===== config.mk =====
export PLATFORM = sky130hd
export DESIGN_NAME = relay_mode_ctrl_flat
export DESIGN_NICKNAME = d
export VERILOG_FILES = /design/src/rtl/relay_mode_ctrl_pkg.sv /design/src/rtl/relay_mode_ctrl_if.sv /design/src/rtl/relay_bit_strobe.sv /design/src/rtl/relay_mode_ctrl.sv /design/src/flat_wrapper.sv
export SDC_FILE = /design/constraint.sdc
export NUM_CORES = 1
export LEC_CHECK = 0
export ABC_AREA = 0
export BUFFER_PORTS_ARGS = -buffer_cell sky130_fd_sc_hd__buf_2
export CORE_UTILIZATION = 29
export CTS_CLUSTER_SIZE = 25
export DETAILED_ROUTE_END_ITERATION = 7
export GPL_TIMING_DRIVEN = 0
export MAX_ROUTING_LAYER = met4
export PLACE_DENSITY = 0.53
export SLEW_MARGIN = 25
export SYNTH_ARGS = -nofsm -noshare
export SYNTH_HDL_FRONTEND = slang
export SYNTH_SLANG_ARGS = --single-unit

===== constraint.sdc =====
create_clock -name clk -period 6.2 [get_ports clk]
set_input_delay 1.24 -clock clk [delete_from_list [all_inputs] [get_ports clk]]
set_output_delay 1.24 -clock clk [all_outputs]
set_load 0.02 [all_outputs]

===== src/rtl/relay_mode_ctrl_pkg.sv =====
// Shared mode codes, frame delimiters and FSM encoding for the relay front-end
// mode sequencer.
package relay_mode_ctrl_pkg;

  localparam logic [2:0] ModSniffer      = 3'b000;
  localparam logic [2:0] ModTagsimListen = 3'b001;
  localparam logic [2:0] ModTagsimMod    = 3'b010;
  localparam logic [2:0] ModReaderListen = 3'b011;
  localparam logic [2:0] ModReaderMod    = 3'b100;
  localparam logic [2:0] ModFakeReader   = 3'b101;
  localparam logic [2:0] ModFakeTag      = 3'b110;

  localparam logic [19:0] ReaderSof     = 20'h0000c;
  localparam logic [19:0] TagSof        = 20'h000f0;
  localparam logic [19:0] ReaderEofZero = 20'h00000;
  localparam logic [19:0] ReaderEofTail = 20'hc0000;

  typedef enum logic [1:0] {
    StIdle,
    StListen,
    StMod
  } state_e;

  function automatic logic is_fake(input logic [2:0] mode);
    return (mode == ModFakeReader) || (mode == ModFakeTag);
  endfunction

  function automatic logic [2:0] listen_mode(input logic reader);
    return reader ? ModReaderListen : ModTagsimListen;
  endfunction

  function automatic logic [2:0] mod_mode(input logic reader);
    return reader ? ModReaderMod : ModTagsimMod;
  endfunction

  function automatic logic sof_match(input logic reader, input logic [19:0] shift);
    return reader ? (shift == ReaderSof) : (shift == TagSof);
  endfunction

  // Tag frames end on any 12-bit silent run; reader frames need the full window.
  function automatic logic eof_match(input logic reader, input logic [19:0] shift);
    if (reader) begin
      return (shift == ReaderEofZero) || (shift == ReaderEofTail);
    end
    return shift[11:0] == 12'h000;
  endfunction

endpackage


===== src/rtl/relay_mode_ctrl_if.sv =====
// Mode request, relay bit stream and frame status between the relay decoder,
// the mode sequencer and the modulation consumers.
interface relay_mode_ctrl_if;
  logic [2:0] hi_simulate_mod_type;
  logic       bit_in;
  logic [2:0] mod_type;
  logic       data_out;
  logic       frame_active;
  logic [9:0] frame_bits;
  logic       frame_done;
  logic       timeout;

  modport master (
    output hi_simulate_mod_type,
    output bit_in,
    input  mod_type,
    input  data_out,
    input  frame_active,
    input  frame_bits,
    input  frame_done,
    input  timeout
  );

  modport slave (
    input  hi_simulate_mod_type,
    input  bit_in,
    output mod_type,
    output data_out,
    output frame_active,
    output frame_bits,
    output frame_done,
    output timeout
  );
endinterface


===== src/rtl/relay_bit_strobe.sv =====
// Relay bit-rate prescaler: one strobe per BitDiv clocks, mid-bit, while enabled.
module relay_bit_strobe #(
  parameter int unsigned BitDiv = 16
) (
  input  logic clk,
  input  logic reset,
  input  logic en,
  input  logic clr,
  output logic strobe
);

  localparam int unsigned CntW = (BitDiv > 1) ? $clog2(BitDiv) : 1;
  localparam logic [CntW-1:0] Half = CntW'(BitDiv / 2);
  localparam logic [CntW-1:0] Last = CntW'(BitDiv - 1);

  logic [CntW-1:0] prescaler_q, prescaler_d;

  always_comb begin
    prescaler_d = prescaler_q;
    if (clr || !en) begin
      prescaler_d = '0;
    end else if (prescaler_q == Last) begin
      prescaler_d = '0;
    end else begin
      prescaler_d = prescaler_q + 1'b1;
    end
  end

  always_ff @(posedge clk or negedge reset) begin
    if (!reset) begin
      prescaler_q <= '0;
    end else begin
      prescaler_q <= prescaler_d;
    end
  end

  assign strobe = en && !clr && (prescaler_q == Half);

endmodule


===== src/rtl/relay_mode_ctrl.sv =====
// Chooses the analog modulation mode in fake-reader / fake-tag relay operation by
// tracking start/end-of-frame patterns in the decoded relay bit stream.
module relay_mode_ctrl
  import relay_mode_ctrl_pkg::*;
#(
  parameter int unsigned BIT_DIV        = 16,
  parameter int unsigned MAX_FRAME_BITS = 1023
) (
  input  logic              clk,
  input  logic              reset,
  relay_mode_ctrl_if.slave  bus
);

  localparam logic [9:0] MaxBits = 10'(MAX_FRAME_BITS);

  state_e      state_q;
  logic [2:0]  mode_q;
  logic [19:0] shift_q, shift_d;
  logic [2:0]  bit_cnt_q, bit_cnt_d;
  logic [9:0]  frame_bits_q, frame_bits_inc;
  logic [2:0]  mod_type_q;
  logic        frame_done_q, timeout_q;

  logic fake, reader, mode_change, strobe;
  logic sof_hit, eof_hit, limit_hit;

  assign fake   = is_fake(bus.hi_simulate_mod_type);
  assign reader = (bus.hi_simulate_mod_type == ModFakeReader);
  // Any request change while active forces a clean restart through IDLE.
  assign mode_change = (state_q != StIdle) && (bus.hi_simulate_mod_type != mode_q);

  relay_bit_strobe #(
    .BitDiv (BIT_DIV)
  ) u_bit_strobe (
    .clk    (clk),
    .reset  (reset),
    .en     (fake),
    .clr    (mode_change),
    .strobe (strobe)
  );

  // Pattern checks look at the post-shift window so the mode follows the
  // completing bit on the same edge.
  always_comb begin
    shift_d        = shift_q;
    bit_cnt_d      = bit_cnt_q;
    frame_bits_inc = (frame_bits_q == 10'h3ff) ? frame_bits_q : frame_bits_q + 10'd1;
    if (strobe) begin
      shift_d   = {shift_q[18:0], bus.bit_in};
      bit_cnt_d = bit_cnt_q + 3'd1;
    end
    sof_hit   = strobe && sof_match(reader, shift_d);
    eof_hit   = strobe && (bit_cnt_d == 3'd0) && eof_match(reader, shift_d);
    limit_hit = strobe && (frame_bits_inc == MaxBits);
  end

  always_ff @(posedge clk or negedge reset) begin
    if (!reset) begin
      state_q      <= StIdle;
      mode_q       <= ModSniffer;
      shift_q      <= '0;
      bit_cnt_q    <= '0;
      frame_bits_q <= '0;
      mod_type_q   <= ModSniffer;
      frame_done_q <= 1'b0;
      timeout_q    <= 1'b0;
    end else begin
      frame_done_q <= 1'b0;
      timeout_q    <= 1'b0;
      mode_q       <= bus.hi_simulate_mod_type;
      if (mode_change) begin
        state_q    <= StIdle;
        mod_type_q <= ModSniffer;
        shift_q    <= '0;
        bit_cnt_q  <= '0;
      end else begin
        shift_q   <= shift_d;
        bit_cnt_q <= bit_cnt_d;
        unique case (state_q)
          StIdle: begin
            if (fake) begin
              state_q    <= StListen;
              mod_type_q <= listen_mode(reader);
            end else begin
              mod_type_q <= ModSniffer;
            end
          end
          StListen: begin
            if (sof_hit) begin
              state_q      <= StMod;
              mod_type_q   <= mod_mode(reader);
              bit_cnt_q    <= '0;
              frame_bits_q <= '0;
            end else begin
              mod_type_q <= listen_mode(reader);
            end
          end
          StMod: begin
            if (strobe) begin
              frame_bits_q <= frame_bits_inc;
            end
            // A frame that ends cleanly on its last permitted bit is not a timeout.
            if (eof_hit) begin
              state_q      <= StListen;
              mod_type_q   <= listen_mode(reader);
              frame_done_q <= 1'b1;
            end else if (limit_hit) begin
              state_q    <= StListen;
              mod_type_q <= listen_mode(reader);
              timeout_q  <= 1'b1;
            end else begin
              mod_type_q <= mod_mode(reader);
            end
          end
          default: begin
            state_q    <= StIdle;
            mod_type_q <= ModSniffer;
          end
        endcase
      end
    end
  end

  assign bus.mod_type     = mod_type_q;
  assign bus.data_out     = shift_q[3];
  assign bus.frame_active = (state_q == StMod);
  assign bus.frame_bits   = frame_bits_q;
  assign bus.frame_done   = frame_done_q;
  assign bus.timeout      = timeout_q;

endmodule


===== src/flat_wrapper.sv =====
// flat-port wrapper written by rule: the top's interface ports become plain ports
module relay_mode_ctrl_flat import relay_mode_ctrl_pkg::*;
#(
  parameter int unsigned BIT_DIV        = 16,
  parameter int unsigned MAX_FRAME_BITS = 1023
)
  (clk, reset, bus_hi_simulate_mod_type, bus_bit_in, bus_mod_type, bus_data_out, bus_frame_active, bus_frame_bits, bus_frame_done, bus_timeout);
  relay_mode_ctrl_if bus_i ();
  input  logic clk;
  input  logic reset;
  input wire logic [$bits(bus_i.hi_simulate_mod_type)-1:0] bus_hi_simulate_mod_type;
  input wire logic [$bits(bus_i.bit_in)-1:0] bus_bit_in;
  output wire logic [$bits(bus_i.mod_type)-1:0] bus_mod_type;
  output wire logic [$bits(bus_i.data_out)-1:0] bus_data_out;
  output wire logic [$bits(bus_i.frame_active)-1:0] bus_frame_active;
  output wire logic [$bits(bus_i.frame_bits)-1:0] bus_frame_bits;
  output wire logic [$bits(bus_i.frame_done)-1:0] bus_frame_done;
  output wire logic [$bits(bus_i.timeout)-1:0] bus_timeout;
  assign bus_i.hi_simulate_mod_type = bus_hi_simulate_mod_type;
  assign bus_i.bit_in = bus_bit_in;
  assign bus_mod_type = bus_i.mod_type;
  assign bus_data_out = bus_i.data_out;
  assign bus_frame_active = bus_i.frame_active;
  assign bus_frame_bits = bus_i.frame_bits;
  assign bus_frame_done = bus_i.frame_done;
  assign bus_timeout = bus_i.timeout;
  relay_mode_ctrl #(.BIT_DIV(BIT_DIV), .MAX_FRAME_BITS(MAX_FRAME_BITS)) u_core (.clk(clk), .reset(reset), .bus(bus_i));
endmodule

==> results by group, run 1 <==
Synthesis
  • Syn Area/Cell: 8.82 um^2
  • Syn. warnings: 0
  • Top FF cell, synth: dfrtp_1
  • Sequential area share after synthesis: 43.6%
  • Top cell type's share of synthesized area: 43.6%
  • Top post-synthesis cells by area: dfrtp_1, nand2_1, a21oi_1
  • Yosys reg bits: 47
  • Post-synth EDFFs: 0
  • Synth async-reset ratio: 100%
  • Syn nets: 318
  • Largest area contributor in the synthesized netlist: dfrtp_1
  • Distinct cells, synth: 53
  • Post-Syn Area: 0.00270 mm^2
  • Synth Instances: 306

Clocking
  • Sinks on Clock Net: 47
  • Clock Tree Buf Depth: 2
  • CTS Root Cell: clkbuf_8
  • Num CTS Buffers: 5
  • PostCTS Resize Cnt: 0
  • H-tree Lvls: 2
  • Hold buffers post-CTS: 0
  • Worst-Skew Late Latency: 0.30 ns
  • Clock transition at path regs: 0.08 ns
  • CTS tree: built
  • Post-CTS Setup Inserts: 0

Layout
  • Leading cell type in the layout, fill and taps excluded: nand2_1
  • Ant diodes: 0
  • Layout cell share with drive strength beyond 1: 11.7%
  • Synth-to-Final Area Change: 11.9%
  • Fillers: 939
  • Final Util: 34.1%
  • # nets final: 347
  • Commonest cells after routing, fill and taps aside: nand2_1, dfrtp_1, a21oi_1
  • Non-filler cells in the finished layout: 442

Global routing
  • Vias in the first global route: 2,127
  • GRT Overall Usage: 14.2%
  • Met3 usage: 2.62%
  • Pin count of the biggest net entering global routing: 48
  • Met1 usage: 19.4%
  • First-pass GRT wire length: 10.8 mm
  • GRT busiest layer: met2
  • Met2 Use GR: 21.3%
  • Grt ovf: 0
  • Initial antenna violation count: 0

Timing
  • Fin Setup TNS: 0 ns
  • Final slew viol count: 0
  • Hold slack: 0.495 ns
  • Fin worst setup slack: 2.94 ns
  • FMAX: 307 MHz
  • Final hold viol count: 0
  • Worst Clk Skew: 0.0113 ns
  • Tmin final: 3.26 ns
  • Final setup fails: 0
  • Slew margin rel.: 60.4%
  • Final Cycle Share: 52.6%
  • RSZ-0062 raised after global routing: no
  • Slew at the pin closest to its max-slew limit: 0.595 ns

Routing
  • Routed len/inst: 14.3 um
  • # DRC: 0
  • Post-route antenna net violation count: 0
  • Drt initial violations: 114
  • Vias: 2,338
  • Detailed Routing Iterations Pass 1: 6
  • Total Wirelength: 6.31 mm
  • Vias per cell: 5.29

Place
  • IO Port Bufs: 22
  • GPL Wtd Cong: 0.844
  • Dpl cells: 436
  • Hpwl dp: 4.55 mm
  • DP Worst Slack: 2.63 ns

Worst setup path
  • Arr. time, crit path: 3.44 ns
  • Worst-path maximum fanout: 10
  • CP required: 6.38 ns
  • Crit. End Element: flop
  • Critical path startpoint category: primary input
  • Critical path class: in -> reg

Floorplanning
  • Die width: 98.5 um
  • Num rows: 34
  • IO Count: 23
  • Die footprint: 0.00970 mm^2
  • Core area: 0.00885 mm^2
  • Die Height: 98.5 um
  • Initial Util: 30.5%

Worst hold path
  • Worst Hold Class: reg -> reg

Flow run
  • Max Cap Viol: 0

Pwr
  • Highest ir drop seen on vdd: 65.9 uV
  • PwrDens: 174 mW/mm^2
  • Leakage: 1.27 nW

Outcome
  • Outcome: complete, no violations
==> metal layers <==
metal | routed length (um) | share of wire [%]
met1 | 3110 | 49
met3 | 220 | 3.5
met4 | 89 | 1.4
met5 | 0 | 0
met2 | 2900 | 46
==> logic make-up (layout without fill, tap and decap cells) <==
logic type / Yosys count / after routing / share of synthesized area (%)
flip-flops: 47 / 47 / 43.6
AO/OA/AOI/OAI: 79 / 79 / 19.7
AND/OR/NAND/NOR: 131 / 131 / 25.0
buffers and inverters: 31 / 59 / 4.91
multiplexers: 2 / 2 / 0.742
XOR/XNOR: 10 / 10 / 3.25
adder cells (fa/ha/maj): 6 / 6 / 2.78
==> worst paths after layout <==
path / start / to / slack [ns] / cells past startpoint
worst max-delay path: bus_hi_simulate_mod_type[0] / u_core.bus.mod_type[1]$_DFF_PN0_ / 2.94 / 10
worst min-delay path: u_core.u_bit_strobe.prescaler_q[0]$_DFF_PN0_ / u_core.u_bit_strobe.prescaler_q[0]$_DFF_PN0_ / 0.50 / 1
worst max register to register: u_core.u_bit_strobe.prescaler_q[0]$_DFF_PN0_ / u_core.bus.mod_type[1]$_DFF_PN0_ / 3.38 / 11
worst min register to register: u_core.u_bit_strobe.prescaler_q[0]$_DFF_PN0_ / u_core.u_bit_strobe.prescaler_q[0]$_DFF_PN0_ / 0.50 / 1
max in group asynchronous: reset / u_core.shift_q[10]$_DFF_PN0_ / 4.85 / 1
min in group asynchronous: reset / u_core.u_bit_strobe.prescaler_q[2]$_DFF_PN0_ / 0.93 / 1
==> where the power goes <==
| part | leakage (nW) | switching, mW | internal (mW) |
|---|---|---|---|
| clock | 0.0371 | 0.0968 | 0.0753 |
| sequential | 0.621 | 0.00303 | 0.310 |
| combinational | 0.613 | 0.0286 | 0.0121 |
| total | 1.27 | 0.128 | 0.397 |
==> registers in the layout (all words and copies together) (netlist names) <==
signal                           count
u_core.shift_q                      20
u_core.bus.frame_bits               10
u_core.u_bit_strobe.prescaler_q      4
u_core.bit_cnt_q                     3
u_core.bus.mod_type                  3
u_core.mode_q                        3
u_core.state_q                       2
u_core.bus.frame_done                1
u_core.bus.timeout                   1
==> synth_stat cells (2+ instances only) <==
library cell	n
o21ai_0	8
a31oi_1	7
o21ai_1	3
o211ai_1	3
nor3_1	12
nand4_1	5
buf_6	2
and3_1	4
ha_1	6
xnor2_1	4
clkbuf_1	11
nor2_1	10
a311oi_1	2
nor2b_1	2
inv_1	17
o211ai_2	2
or4_1	2
xor2_1	6
a211oi_1	4
nand3_1	13
dfrtp_1	47
a41oi_1	2
a21oi_1	29
o22ai_1	2
and4_1	5
mux2i_1	2
nor4_1	5
and2_1	2
nand2_1	54
o31ai_1	4
o21a_1	2
nand2b_1	8
==> critical path: stages <==
cell and delay (ns):
buf_2 0.14, xor2_1 0.20, o32a_1 0.41, buf_6 0.15
a311o_1 0.28, nor4b_2 0.39, inv_1 0.12, ha_1 0.29
a21oi_1 0.12, o22ai_1 0.09
==> stage by stage <==
stage,total power [mW],cell area (um^2)
final,0.526,3020
after global routing,0.554,3020
after CTS,0.539,3020
after detailed placement,0.360,2950
after global placement,0.360,2940
after floorplan,0.343,2700
==> final cells by class <==
class	instances	area, um^2	area share [%]
multi-input cells	228	1390	46.0
flip-flops and latches	47	1180	39.0
well taps	108	135	4.48
repair buffers	22	113	3.73
clock buffers	6	72.6	2.40
plain buffers	14	68.8	2.28
inverters	17	63.8	2.11
(Power assumes the default switching activity.)
==> run 2: changes to the inputs <==
Settings changed: ABC_AREA 0 to 1, PLACE_DENSITY 0.53 to 0.54.
Clock period 6.2 ns to 2.8 ns, I/O delays scaled along.
==> run 2 against run 1 <==
Total power grew to 2.9 times the previous value. Routed wire length increased by 4.2%. Critical path depth is 6 higher. Largest power group unchanged. Sequential power up 130%. Hold slack lost 0.25 ns. Global-route usage grew 0.19 points. Area after synthesis rose by 6.0%. Sequential cell count unchanged.
==> results by group, run 2 <==
Outcome
  • Outcome: complete, no violations (unchanged)

Layout
  • Synth-to-Final Area Change: 15.6% (was 11.9%)
  • Ant diodes: 0 (unchanged)
  • Final Util: 35.1% (was 34.1%)
  • Max reg flops: 20 (unchanged)
  • Most flops, register: u_core.shift_q (unchanged)
  • Leading cell type in the layout, fill and taps excluded: nand2_1 (unchanged)
  • # nets final: 436 (was 347)
  • Commonest cells after routing, fill and taps aside: nand2_1, inv_1, dfrtp_1 (was nand2_1, dfrtp_1, a21oi_1)
  • Layout cell share with drive strength beyond 1: 16.9% (was 11.7%)

Worst setup path
  • Most common cell on crit path: nand2_1
  • Worst-path maximum fanout: 10 (unchanged)
  • Worst r2r path cells: 16 (was 11)
  • R2R Setup Slk: 0.23 ns (was 3.38 ns)
  • Critical path startpoint category: flop (was primary input)
  • Arr. time, crit path: 2.78 ns (was 3.44 ns)
  • Worst setup path endpoint: u_core.bus.mod_type[1]$_DFF_PN0_ (unchanged)
  • Crit-path slowest cell: dfrtp_1 (was o32a_1)
  • Reg2reg end: u_core.bus.mod_type[1]$_DFF_PN0_ (unchanged)
  • Critical path class: reg -> reg (was in -> reg)
  • Critical Path, Cell by Cell: inv_1, ha_1, nor3b_4, buf_4, nand3_4, buf_6, nand2_1, o21ai_1, nand2_1, nor2_2, nand2_1, nand2_1, nor3b_1, ha_1, a21oi_1, a21oi_1 (was buf_2, xor2_1, o32a_1, buf_6, a311o_1, nor4b_2, inv_1, ha_1, a21oi_1, o22ai_1)
  • Setup crit start: u_core.u_bit_strobe.prescaler_q[0]$_DFF_PN0_ (was bus_hi_simulate_mod_type[0])
  • Reg2reg start: u_core.u_bit_strobe.prescaler_q[0]$_DFF_PN0_ (unchanged)
  • Crit. End Element: flop (unchanged)
  • CP peak stage delay: 0.40 ns (was 0.41 ns)
  • CP required: 3.00 ns (was 6.38 ns)

Routing
  • Drt initial violations: 107 (was 114)
  • Detailed Routing Iterations Pass 1: 4 (was 6)
  • Post-route antenna net violation count: 0 (unchanged)
  • Vias per cell: 4.59 (was 5.29)
  • Routed len/inst: 11.9 um (was 14.3 um)
  • Vias: 2,545 (was 2,338)
  • Total Wirelength: 6.58 mm (was 6.31 mm)
  • # DRC: 0 (unchanged)

Synthesis
  • Distinct cells, synth: 32 (was 53)
  • Post-Syn Area: 0.00286 mm^2 (was 0.00270 mm^2)
  • Most common cell in the synthesized netlist: nand2_1 (unchanged)
  • Syn Area/Cell: 7.30 um^2 (was 8.82 um^2)
  • Synth Instances: 392 (was 306)
  • Top FF cell, synth: dfrtp_1 (unchanged)
  • Yosys reg bits: 47 (unchanged)
  • Top cell type's share of synthesized area: 41.1% (was 43.6%)
  • Syn. warnings: 0 (unchanged)
  • Syn nets: 404 (was 318)
  • Post-synth EDFFs: 0 (unchanged)
  • Top post-synthesis cells by area: dfrtp_1, nand2_1, inv_1 (was dfrtp_1, nand2_1, a21oi_1)
  • Largest area contributor in the synthesized netlist: dfrtp_1 (unchanged)
  • Synth async-reset ratio: 100% (unchanged)
  • Sequential area share after synthesis: 41.1% (was 43.6%)
  • Synth cell count leaders: nand2_1, inv_1, dfrtp_1 (was nand2_1, dfrtp_1, a21oi_1)

Pwr
  • Switching power: 0.486 mW (was 0.128 mW)
  • PwrDens: 468 mW/mm^2 (was 174 mW/mm^2)
  • Highest ir drop seen on vdd: 231 uV (was 65.9 uV)
  • Cell Int Power: 1.06 mW (was 0.397 mW)
  • Switch share: 31.4% (was 24.4%)
  • Comb pwr share: 20.2% (was 7.7%)
  • Flop pwr share: 45.9% (was 59.5%)
  • Leakage: 1.80 nW (was 1.27 nW)
  • Clk pwr share: 33.9% (was 32.7%)

Place
  • GPL Wtd Cong: 0.837 (was 0.844)
  • Hpwl dp: 4.68 mm (was 4.55 mm)
  • DP Worst Slack: -0.0119 ns (was 2.63 ns)
  • IO Port Bufs: 22 (unchanged)

Clocking
  • H-tree Lvls: 2 (unchanged)
  • Hold buffers post-CTS: 0 (unchanged)
  • Clock Tree Buf Depth: 2 (unchanged)
  • Worst-Skew Late Latency: 0.31 ns (was 0.30 ns)
  • CTS tree: built (unchanged)
  • CTS Root Cell: clkbuf_8 (unchanged)
  • Num CTS Buffers: 5 (unchanged)
  • Sinks on Clock Net: 47 (unchanged)
  • Clock transition at path regs: 0.09 ns (was 0.08 ns)

Global routing
  • Pin count of the biggest net entering global routing: 48 (unchanged)
  • GRT Overall Usage: 14.4% (was 14.2%)
  • Grt ovf: 0 (unchanged)
  • First-pass GRT wire length: 11.3 mm (was 10.8 mm)
  • Initial antenna violation count: 0 (unchanged)
  • Vias in the first global route: 2,414 (was 2,127)

Worst hold path
  • Worst Hold Class: in -> async (was reg -> reg)

Timing
  • Final Cycle Share: 91.9%
  • Fin worst setup slack: 0.227 ns (was 2.94 ns)
  • FMAX: 389 MHz
  • RSZ-0062 raised after global routing: no (unchanged)
  • Final slew viol count: 0 (unchanged)
  • Tmin final: 2.57 ns
  • Final setup fails: 0 (unchanged)
  • Worst Clk Skew: 0.0140 ns (was 0.0113 ns)
  • Slew at the pin closest to its max-slew limit: 0.610 ns (was 0.595 ns)
  • Final hold viol count: 0 (unchanged)
  • Slew margin rel.: 59.3% (was 60.4%)

Floorplanning
  • Core area: 0.00942 mm^2 (was 0.00885 mm^2)
  • Num rows: 35 (was 34)
  • Die Height: 101 um (was 98.5 um)
  • Initial Util: 30.4% (was 30.5%)
  • Die width: 101 um (was 98.5 um)
  • IO Count: 23 (unchanged)
  • Die footprint: 0.0103 mm^2 (was 0.00970 mm^2)

Flow run
  • Max Cap Viol: 0 (unchanged)
## run 2: changes by cell type after synthesis, moves of 8 or more
cell and delta:
nand3_1 +12, nand4_1 +25, nand2_1 +51, a21oi_1 -21, inv_1 +36, nor2_1 +34
nand2b_1 -8
## run 2: per-layer routing
metal	routed length [um]	track usage (%)
met3	193	2.55
met5	0	-
met2	3020	22.8
met4	114	5.13
met1	3250	18.6
## run 2: through the flow
stage	instance area (um^2)	hold slack (ns)	power, mW	TNS [ns]	std cells
after floorplan	2860	0.264	0.930	0	392
after global placement	3130	0.493	1.03	0	543
after detailed placement	3130	0.504	1.04	-0.0119	543
after CTS	3250	0.284	1.57	0	551
after global routing	3310	0.304	1.64	0	554
final	3310	0.245	1.55	0	554
## run 2: cells by family after synthesis
family / count (synthesis) / share of synthesized area (%)
adders and majority gates: 6 / 2.62
xor gates and xnor gates: 9 / 2.76
and+or+nand+nor: 233 / 37.9
DFF: 47 / 41.1
buffers and inverters: 74 / 11.2
AOI/OAI and AO/OA: 23 / 4.37
## run 2: what timing repair did
action,in CTS,in global routing
endpoints found under the hold margin,0,0
endpoints found under the setup margin,0,10
resized for setup,0,10
setup buffers,0,2
## run 2: how the worst min path moves through the flow
| stage | end | cells past startpoint | slack (ns) | start |
|---|---|---|---|---|
| CTS | u_core.bus.frame_bits[6]$_DFFE_PN0P_ | 1 | 0.28 | reset |
| detailed placement | u_core.u_bit_strobe.prescaler_q[0]$_DFF_PN0_ | 1 | 0.50 | u_core.u_bit_strobe.prescaler_q[0]$_DFF_PN0_ |
| global route | u_core.mode_q[0]$_DFF_PN0_ | 1 | 0.30 | reset |
| finish | u_core.bus.frame_bits[6]$_DFFE_PN0P_ | 1 | 0.24 | reset |
| global placement | u_core.u_bit_strobe.prescaler_q[0]$_DFF_PN0_ | 1 | 0.49 | u_core.u_bit_strobe.prescaler_q[0]$_DFF_PN0_ |
| floorplan | u_core.bit_cnt_q[0]$_DFF_PN0_ | 0 | 0.26 | reset |
## run 2: cell type report
cell class	count	area, um^2
Buffer	15	101
Clock buffer	6	82.6
Clock inverter	2	35.0
Fill cell	980	6110
Inverter	59	221
Multi-Input combinational cell	272	1400
Sequential cell	47	1180
Tap cell	129	161
Timing Repair Buffer	24	128
## run 2: power by group through the flow
stage,Sequential (mW),Clock [mW],Combinational (mW)
4_1_cts,0.710,0.547,0.312
5_1_grt,0.715,0.574,0.355
3_5_place_dp,0.724,0,0.312
3_3_place_gp,0.724,0,0.309
2_1_floorplan,0.736,0,0.193
6_report,0.711,0.525,0.313
## run 2: critical path, delay by kind of cell (launching register included)
kind                     cells  cell delay (ns)
adder cells (fa/ha/maj)      2             0.46
AO/OA/AOI/OAI                3             0.35
AND/OR/NAND/NOR              8             0.88
buffers and inverters        3             0.37
flip-flops                   1             0.40
